File: src/rtl/dm_rx_if.sv
// ---------------------------------------------------------------------------
// dm_rx_if : seven-segment display bus plus decoded fields  (rev 1.0)
// ---------------------------------------------------------------------------
`default_nettype none

interface dm_rx_if;
  logic [7:0]  an;
  logic [7:0]  dec_ddp;
  logic [2:0]  prog;
  logic [1:0]  modulo;
  logic [15:0] data_2;
  logic [7:0]  blank;
  logic        frame_done;
  logic        valid;
  logic        code_err;

  modport master (
    output an, dec_ddp,
    input  prog, modulo, data_2, blank, frame_done, valid, code_err
  );

  modport slave (
    input  an, dec_ddp,
    output prog, modulo, data_2, blank, frame_done, valid, code_err
  );
endinterface

`default_nettype wire

File: src/rtl/dm_rx.sv
// ---------------------------------------------------------------------------
// dm_rx : samples, deglitches and decodes a multiplexed 8-digit 7-seg bus
// rev 1.0
// ---------------------------------------------------------------------------
`default_nettype none

module dm_rx #(
  parameter int         STABLE_CYC = 16,
  parameter logic [7:0] FRAME_MASK = 8'hFF
) (
  input  logic   clk,
  input  logic   rst,
  dm_rx_if.slave bus
);

  localparam logic [7:0] c_STABLE = 8'(STABLE_CYC);

  logic [7:0]  an_q, ddp_q, an_p_q, ddp_p_q;
  logic [7:0]  cnt_q, cnt_d;
  logic [15:0] d2_q, d2_d;
  logic [1:0]  mod_q, mod_d;
  logic [2:0]  prog_q, prog_d;
  logic [7:0]  blank_q, blank_d;
  logic [7:0]  seen_q, seen_d;
  logic        frame_done_q, frame_done_d;
  logic        valid_q, valid_d;
  logic        code_err_q, code_err_d;

  logic        w_same, w_onehot, w_accept, w_is_hex, w_is_blank;
  logic [7:0]  w_sel, w_acc_bit, w_seen_new;
  logic [2:0]  w_idx;
  logic [3:0]  w_nib;

  always_comb begin
    w_same   = ({an_q, ddp_q} == {an_p_q, ddp_p_q});
    cnt_d    = w_same ? ((cnt_q == c_STABLE) ? cnt_q : cnt_q + 8'd1) : 8'd1;
    w_sel    = ~an_q;
    w_onehot = (w_sel != 8'd0) && ((w_sel & (w_sel - 8'd1)) == 8'd0);
    // Fires only on the cycle the counter first lands on STABLE_CYC.
    w_accept = (cnt_d == c_STABLE) && (cnt_q != c_STABLE) && w_onehot;
    w_idx    = 3'd0;
    for (int i = 0; i < 8; i++) begin
      if (w_sel[i]) w_idx = i[2:0];
    end
  end

  always_comb begin
    w_is_hex   = 1'b1;
    w_is_blank = 1'b0;
    w_nib      = 4'h0;
    case (ddp_q[7:1])
      7'b0000001: w_nib = 4'h0;
      7'b1001111: w_nib = 4'h1;
      7'b0010010: w_nib = 4'h2;
      7'b0000110: w_nib = 4'h3;
      7'b1001100: w_nib = 4'h4;
      7'b0100100: w_nib = 4'h5;
      7'b0100000: w_nib = 4'h6;
      7'b0001111: w_nib = 4'h7;
      7'b0000000: w_nib = 4'h8;
      7'b0000100: w_nib = 4'h9;
      7'b0001000: w_nib = 4'hA;
      7'b1100000: w_nib = 4'hB;
      7'b0110001: w_nib = 4'hC;
      7'b1000010: w_nib = 4'hD;
      7'b0110000: w_nib = 4'hE;
      7'b0111000: w_nib = 4'hF;
      7'b1111111: begin
        w_is_hex   = 1'b0;
        w_is_blank = 1'b1;
      end
      default:    w_is_hex = 1'b0;
    endcase
  end

  always_comb begin
    d2_d         = d2_q;
    mod_d        = mod_q;
    prog_d       = prog_q;
    blank_d      = blank_q;
    valid_d      = valid_q;
    code_err_d   = 1'b0;
    frame_done_d = 1'b0;
    w_acc_bit    = 8'd0;
    if (w_accept) begin
      if (w_is_hex) begin
        case (w_idx)
          3'd0:    d2_d[3:0]   = w_nib;
          3'd1:    d2_d[7:4]   = w_nib;
          3'd2:    d2_d[11:8]  = w_nib;
          3'd3:    d2_d[15:12] = w_nib;
          3'd5:    mod_d       = w_nib[1:0];
          3'd7:    prog_d      = w_nib[2:0];
          default: ;
        endcase
        blank_d[w_idx]   = 1'b0;
        w_acc_bit[w_idx] = 1'b1;
      end else if (w_is_blank) begin
        blank_d[w_idx]   = 1'b1;
        w_acc_bit[w_idx] = 1'b1;
      end else begin
        code_err_d = 1'b1;
      end
    end
    w_seen_new = seen_q | w_acc_bit;
    seen_d     = w_seen_new;
    if ((w_seen_new & FRAME_MASK) == FRAME_MASK) begin
      frame_done_d = 1'b1;
      seen_d       = 8'd0;
      valid_d      = 1'b1;
    end
  end

  always_ff @(posedge clk or posedge rst) begin
    if (rst) begin
      an_q         <= 8'hFF;
      ddp_q        <= 8'hFF;
      an_p_q       <= 8'hFF;
      ddp_p_q      <= 8'hFF;
      cnt_q        <= 8'd0;
      d2_q         <= 16'd0;
      mod_q        <= 2'd0;
      prog_q       <= 3'd0;
      blank_q      <= 8'hFF;
      seen_q       <= 8'd0;
      frame_done_q <= 1'b0;
      valid_q      <= 1'b0;
      code_err_q   <= 1'b0;
    end else begin
      an_q         <= bus.an;
      ddp_q        <= bus.dec_ddp;
      an_p_q       <= an_q;
      ddp_p_q      <= ddp_q;
      cnt_q        <= cnt_d;
      d2_q         <= d2_d;
      mod_q        <= mod_d;
      prog_q       <= prog_d;
      blank_q      <= blank_d;
      seen_q       <= seen_d;
      frame_done_q <= frame_done_d;
      valid_q      <= valid_d;
      code_err_q   <= code_err_d;
    end
  end

  assign bus.data_2     = d2_q;
  assign bus.modulo     = mod_q;
  assign bus.prog       = prog_q;
  assign bus.blank      = blank_q;
  assign bus.frame_done = frame_done_q;
  assign bus.valid      = valid_q;
  assign bus.code_err   = code_err_q;

endmodule

`default_nettype wire

File: src/flat_wrapper.sv
// flat-port wrapper written by rule: the top's interface ports become plain ports
module dm_rx_flat 
#(
  parameter int         STABLE_CYC = 16,
  parameter logic [7:0] FRAME_MASK = 8'hFF
)
  (clk, rst, bus_an, bus_dec_ddp, bus_prog, bus_modulo, bus_data_2, bus_blank, bus_frame_done, bus_valid, bus_code_err);
  dm_rx_if bus_i ();
  input  logic clk;
  input  logic rst;
  input wire logic [$bits(bus_i.an)-1:0] bus_an;
  input wire logic [$bits(bus_i.dec_ddp)-1:0] bus_dec_ddp;
  output wire logic [$bits(bus_i.prog)-1:0] bus_prog;
  output wire logic [$bits(bus_i.modulo)-1:0] bus_modulo;
  output wire logic [$bits(bus_i.data_2)-1:0] bus_data_2;
  output wire logic [$bits(bus_i.blank)-1:0] bus_blank;
  output wire logic [$bits(bus_i.frame_done)-1:0] bus_frame_done;
  output wire logic [$bits(bus_i.valid)-1:0] bus_valid;
  output wire logic [$bits(bus_i.code_err)-1:0] bus_code_err;
  assign bus_i.an = bus_an;
  assign bus_i.dec_ddp = bus_dec_ddp;
  assign bus_prog = bus_i.prog;
  assign bus_modulo = bus_i.modulo;
  assign bus_data_2 = bus_i.data_2;
  assign bus_blank = bus_i.blank;
  assign bus_frame_done = bus_i.frame_done;
  assign bus_valid = bus_i.valid;
  assign bus_code_err = bus_i.code_err;
  dm_rx #(.STABLE_CYC(STABLE_CYC), .FRAME_MASK(FRAME_MASK)) u_core (.clk(clk), .rst(rst), .bus(bus_i));
endmodule
File: config.mk
export PLATFORM = sky130hd
export DESIGN_NAME = dm_rx_flat
export DESIGN_NICKNAME = d
export VERILOG_FILES = /design/src/rtl/dm_rx_if.sv /design/src/rtl/dm_rx.sv /design/src/flat_wrapper.sv
export SDC_FILE = /design/constraint.sdc
export NUM_CORES = 1
export LEC_CHECK = 0
export CORE_MARGIN = 1.5
export CORE_UTILIZATION = 59
export DETAILED_ROUTE_END_ITERATION = 12
export MAX_ROUTING_LAYER = met4
export PLACE_DENSITY = 0.84
export SYNTH_ARGS = -nofsm -noshare
export SYNTH_HDL_FRONTEND = slang
export SYNTH_SLANG_ARGS = --single-unit
File: constraint.sdc
create_clock -name clk -period 7.1 [get_ports clk]
set_clock_uncertainty 0.1 [all_clocks]
set_input_delay 1.42 -clock clk [delete_from_list [all_inputs] [get_ports clk]]
set_output_delay 1.42 -clock clk [all_outputs]
set_load 0.01 [all_outputs]
* Word level (Yosys, flattened, before mapping)
Index checks and enable logic that the tools add are counted.
Storage, ports and cells: flip-flop bits (word level) 80, input port bits 18, word-level logic and storage cells 93
Operators by class: add/sub/neg operators 2, magnitude comparators 2, equality and inequality tests 26, muxes and demuxes 24, bitwise logic cells 6, reductions and logical operators 17
Operator list (count):
- 8-bit two-way mux | 8
- 4-bit one-hot mux with 15 select lines | 1
- 7-bit by 6-bit == test with 1-bit output, second input constant | 5
- 7-bit == test, second input constant | 5
- 3-bit AND reduction | 6
- 8-bit bitwise AND | 2
- 16-bit == test | 1
- 8-bit by 5-bit == test with 1-bit output, second input constant | 2
- 8-bit NOT | 2
- 8-bit OR | 2
- 16-bit OR reduction | 1
- 3-bit two-way mux | 5
- 7-bit by 3-bit == test with 1-bit output, second input constant | 2
- 7-bit by 4-bit == test with 1-bit output, second input constant | 2
- 8-bit by 1-bit adder with 8-bit output, second input constant | 1
- 8-bit == test, second input constant | 1
- 8-bit logical NOT | 1
- 1-bit two-way mux | 8
- 8-bit by 5-bit inequality test with 1-bit output, second input constant | 1
- 8-bit nonzero test | 1
- 8-bit by 1-bit subtractor with 8-bit output, second input constant | 1
- 7-bit by 1-bit == test with 1-bit output, second input constant | 1
- 7-bit by 5-bit == test with 1-bit output, second input constant | 1
- 7-bit logical NOT | 1
- 11 further kinds | 16

* Longest topological paths before layout
depth in word-level cells 18, mapped depth 10, gate-level depth less buffers 9

* Worst setup path before layout
No wires, ideal clock.
path type reg2reg, start point register u_core.an_q[6], end point register u_core.d2_q[10], in the netlist u_core.bus.data_2[10], library setup time 0.128 ns, arrival 2.300 ns, slack 4.572 ns, stages on the path, launching flop included 10, clock period less this slack 2.528 ns, cells stage by stage dfstp_2 -> buf_2 -> xor2_1 -> nor4_1 -> nand4_1 -> buf_2 -> nor3b_2 -> nand4_2 -> nor2b_2 -> mux2_1
Between the ends: word-level cells in the longest chain between the ends 7, elaborated cells on any way between the ends 15, those cells by class add/sub: 1; eq/ne: 3; mux: 3; bitwise: 2; reduce/logical: 6
RTL lines:
- start: declaration | line dm_rx.sv:18 | logic [7:0] an_q, ddp_q, an_p_q, ddp_p_q;
- start signal: assignment | line dm_rx.sv:130 | an_q <= bus.an;
- 8-bit NOT | line dm_rx.sv:37 | w_sel = ~an_q;
- 8-bit by 1-bit subtractor with 8-bit output | line dm_rx.sv:38 | w_onehot = (w_sel != 8'd0) && ((w_sel & (w_sel - 8'd1)) == 8'd0);
- 8-bit bitwise AND | line dm_rx.sv:38
- 8-bit logical NOT | line dm_rx.sv:38
- 1-bit logical AND | line dm_rx.sv:38
- 1-bit logical AND | line dm_rx.sv:40 | w_accept = (cnt_d == c_STABLE) && (cnt_q != c_STABLE) && w_onehot;
- 3-bit AND reduction (no line) *
- end signal: assignment | line dm_rx.sv:121 | d2_q <= 16'd0;
- end signal: assignment | line dm_rx.sv:135 | d2_q <= d2_d;
- end: declaration | line dm_rx.sv:20 | logic [15:0] d2_q, d2_d;
Every way passes the cells marked *; elsewhere a longest branch is shown, timed or not. A chain may end at the register's enable or synchronous reset.

* Worst setup path in the final report
start point register u_core.ddp_q[3], end point register u_core.seen_q[1]
Between the ends: word-level cells in the longest chain between the ends 9, elaborated cells on any way between the ends 31, those cells by class eq/ne: 19; mux: 7; bitwise: 1; reduce/logical: 4
RTL lines:
- start: declaration | line dm_rx.sv:18
- start signal: assignment | line dm_rx.sv:131 | ddp_q <= bus.dec_ddp;
- 16-bit == test | line dm_rx.sv:35 | w_same = ({an_q, ddp_q} == {an_p_q, ddp_p_q});
- 8-bit two-way mux | line dm_rx.sv:36 | cnt_d = w_same ? ((cnt_q == c_STABLE) ? cnt_q : cnt_q + 8'd1) : 8'd1;
- 8-bit by 5-bit == test with 1-bit output | line dm_rx.sv:40
- 1-bit logical AND (2 in series) | line dm_rx.sv:40
- 8-bit two-way mux * | line dm_rx.sv:85 | if (w_accept) begin
- 8-bit OR * | line dm_rx.sv:105 | w_seen_new = seen_q | w_acc_bit;
- 8-bit == test | line dm_rx.sv:107 | if ((w_seen_new & FRAME_MASK) == FRAME_MASK) begin
- 8-bit two-way mux * | line dm_rx.sv:107
- via u_core.seen_d[1] | line dm_rx.sv:24 | logic [7:0] seen_q, seen_d;
- end signal: assignment | line dm_rx.sv:139 | seen_q <= seen_d;
- end: declaration | line dm_rx.sv:24
The timed path passes the listed nets; every way through them passes the cells marked *.

==> flow_metrics.tcl <==
set metrics [dict create \
    status "complete, no violations" \
    synth_area_leader_cell "dfstp_2" \
    synthArstFlopShare_pct 100 \
    power_density_nw_per_um2 190 \
    grt_start_max_net_pins 81 \
    insertion_delay_ps 350 \
    design_area_um2 4600 \
    fin_crit_sh_pct 47.4 \
    synth_cell_types 72 \
    first_global_vias 2832 \
    die_width_um 84.3 \
    cts_setup_buffers 0 \
    design.core.area_um2 6350 \
    ys_warn_count 0 \
    area_growth_pct 18.1 \
    routed_via_density 6.09 \
    worstPathArrival_ps 3470 \
    placementRows 29 \
    grt_pass1_wl_um 13600 \
    grt_use_total_pct 25.0 \
    cp-start-kind "flip-flop" \
    min_to "u_core.ddp_p_q[0]" \
    r2r_slack_ps 3730 \
    cap_violations 0 \
    die_h_um 84.3 \
    synth_top_area_share_pct 27.0 \
    synthesis.nets 354 \
    layout-drive-gt1-share_pct 24.5 \
    slowest_delay_ps 730 \
    synth_edf_count 0 \
    wl_per_cell_um 17.5 \
    worst_pin_slew_ps 1110 \
    max_freq_mhz 297 \
    finalSetupViolations 0 \
    critical_path.slowest_cell "dfstp_2" \
    yosysSeqAreaShare_pct 52.6 \
    synth_area_leaders "dfstp_2 (27%), dfrtp_1 (26%), xor2_1 (4.9%)" \
    crit_fanout 17 \
    synth_seq_cells 80 \
    place_hpwl_um 5400 \
    antenna_cells 0 \
    hp-start "u_core.ddp_q[0]" \
    postSynthCellCount 334 \
    path_class "reg -> reg" \
    path_clk_slew_ps 80 \
    syn_area_um2 3900 \
    finalWorstSetupSlack_ps 3730 \
    final.setup.tns_ps 0 \
    pre_cts_slack_ps 3740 \
    antenna_found_initial 0 \
    tritoncts "built" \
    wirelength_um 8080 \
    firstDrtPassIters 4 \
    routed-via-count 2808 \
    p_int_mw 0.665 \
    worstPathRequired_ps 7210 \
    syn_avg_cell_area_um2 11.7 \
    seq_area_um2 2050 \
    cts_root_buf "clkbuf_8" \
    final_hold_viol_count 0 \
    gp_congestion 0.863 \
    worstReg2RegEnd "u_core.seen_q[1]" \
    holdCritPathClass "reg -> reg" \
    multi_input_area_um2 1710 \
    p_sw_share_pct 23.9 \
    io_pins 50 \
    clkPwrFrac_pct 38.4 \
    p_leak_nw 1.93 \
    initial_core_util_pct 61.4 \
    final_cells 461 \
    synth_flop_cell "dfstp_2" \
    port_buffers 49 \
    ir_worst_vdd_v 0.000149 \
    r2r-start "u_core.ddp_q[3]" \
    hold_buffers 0 \
    pwr-share-seq_pct 56.4 \
    drv_slew 0 \
    cts_made_buffers 9 \
    cts-htree-levels 3 \
    fill_cells 435 \
    cts_sinks 80 \
    rr_worst_depth 7 \
    relSlewSlack_pct 24.7 \
    drt_iter0_markers 289 \
    ant_nets 0 \
    drc 0 \
    holdPathStages 0 \
    clk_path_buf_depth 2 \
    p_sw_mw 0.209 \
    comb_power_share_pct 5.1 \
    nets 399 \
    gr-total-overflow 0 \
    ctsResizeCount 0 \
    dp_cells 445 \
    placed_cell_area_um2 4410 \
    rsz0062_at_grt "no" \
    crit_path_cell_trace "xor2_1 > nor4_1 > nand4_1 > nor4_2 > o221ai_2 > a221oi_4 > a21oi_1" \
    min_period_ps 3370 \
    power_mw 0.874 \
    die_area_um2 7100 \
    cp-end-kind "flip-flop" \
]
## power by group through the flow
stage | Combinational [mW] | Clock (mW) | Sequential (mW)
2_1_floorplan | 0.0400 | 0 | 0.486
3_3_place_gp | 0.0441 | 0 | 0.499
3_5_place_dp | 0.0450 | 0 | 0.501
4_1_cts | 0.0456 | 0.341 | 0.493
5_1_grt | 0.0503 | 0.359 | 0.496
6_report | 0.0449 | 0.336 | 0.493
## registers in the layout, indices dropped and copies added (netlist names), named ones only
signal	count
u_core.bus.valid	1
u_core.an_p_q	8
u_core.bus.frame_done	1
u_core.bus.data_2	16
u_core.seen_q	8
u_core.ddp_q	8
u_core.cnt_q	8
u_core.bus.prog	3
u_core.an_q	8
u_core.bus.code_err	1
u_core.ddp_p_q	8
u_core.bus.modulo	2
## worst max path at each step
stage	from	end	slack, ps	cells past startpoint
6_report	u_core.ddp_q[3]	u_core.seen_q[1]	3730	7
5_1_grt	u_core.ddp_q[3]	u_core.seen_q[1]	3430	7
4_1_cts	u_core.ddp_q[3]	u_core.seen_q[1]	3720	7
3_5_place_dp	u_core.ddp_q[3]	u_core.seen_q[1]	3740	7
3_3_place_gp	u_core.ddp_q[3]	u_core.seen_q[5]	3750	7
2_1_floorplan	rst	u_core.bus.code_err	3590	1
## critical path, delay by kind of cell, from the launching register on
family | cells | cell delay [ps]
AND/OR/NAND/NOR | 3 | 1430
AO/OA/AOI/OAI | 3 | 840
flip-flops | 1 | 730
XOR/XNOR | 1 | 110
## per-stage QoR
step	hold slack (ps)	util (%)
2_1_floorplan	252	-
3_3_place_gp	265	69.4
3_5_place_dp	266	69.4
4_1_cts	277	72.5
5_1_grt	283	72.5
6_report	274	72.5
## logic make-up after synthesis
logic type	synth area share (%)
AOI/OAI and AO/OA	12.5
xor gates and xnor gates	5.62
adders and majority gates	0.642
buffers and inverters	3.47
DFF	52.6
muxes	6.71
and+or+nand+nor	18.4
## cell type report
class / count / area share (%)
flip-flops and latches: 80 / 44.6
multi-input cells: 227 / 37.2
repair buffers: 52 / 11.1
clock buffers: 11 / 3.07
well taps: 77 / 2.09
clock inverters: 5 / 1.22
inverters: 9 / 0.734
## placed cells by master, fill, tap and decap left out, types with 3 or more instances in the layout
| cell | instances |
|---|---|
| nand2_1 | 13 |
| mux2_2 | 9 |
| nor3_1 | 5 |
| clkbuf_8 | 10 |
| nor4_1 | 6 |
| inv_1 | 8 |
| o211ai_1 | 3 |
| dfrtp_1 | 40 |
| clkdlybuf4s50_1 | 49 |
| xnor2_1 | 3 |
| nor2_1 | 23 |
| and3_1 | 6 |
| nand4_1 | 8 |
| a21o_1 | 3 |
| buf_4 | 3 |
| a21oi_1 | 30 |
| nand3_1 | 14 |
| mux2_4 | 4 |
| xor2_1 | 22 |
| and2_1 | 4 |
| mux2_1 | 8 |
| and4_1 | 4 |
| dfstp_2 | 40 |
## routing by layer
metal	track usage, %	wire length, µm	share of wire, %
met1	33.8	3620	45
met2	37.4	3830	47
met3	6.39	482	6.0
met4	7.90	143	1.8
met5	-	0	0
## synth_stat cells, types with 3 or more instances
cell type and n:
xor2_1 22, nor3_1 5, buf_2 9, and2_1 4
nand2_1 13, a21oi_1 30, dfrtp_1 40, mux2_4 4
nor4_1 6, nand3_1 14, xnor2_1 3, and3_1 6
dfstp_2 40, nor2_1 23, clkbuf_1 3, inv_1 9
mux2_2 9, nand4_1 8, and4_1 4, mux2_1 8
a21o_1 3, o211ai_1 3
(Power assumes the default switching activity.)
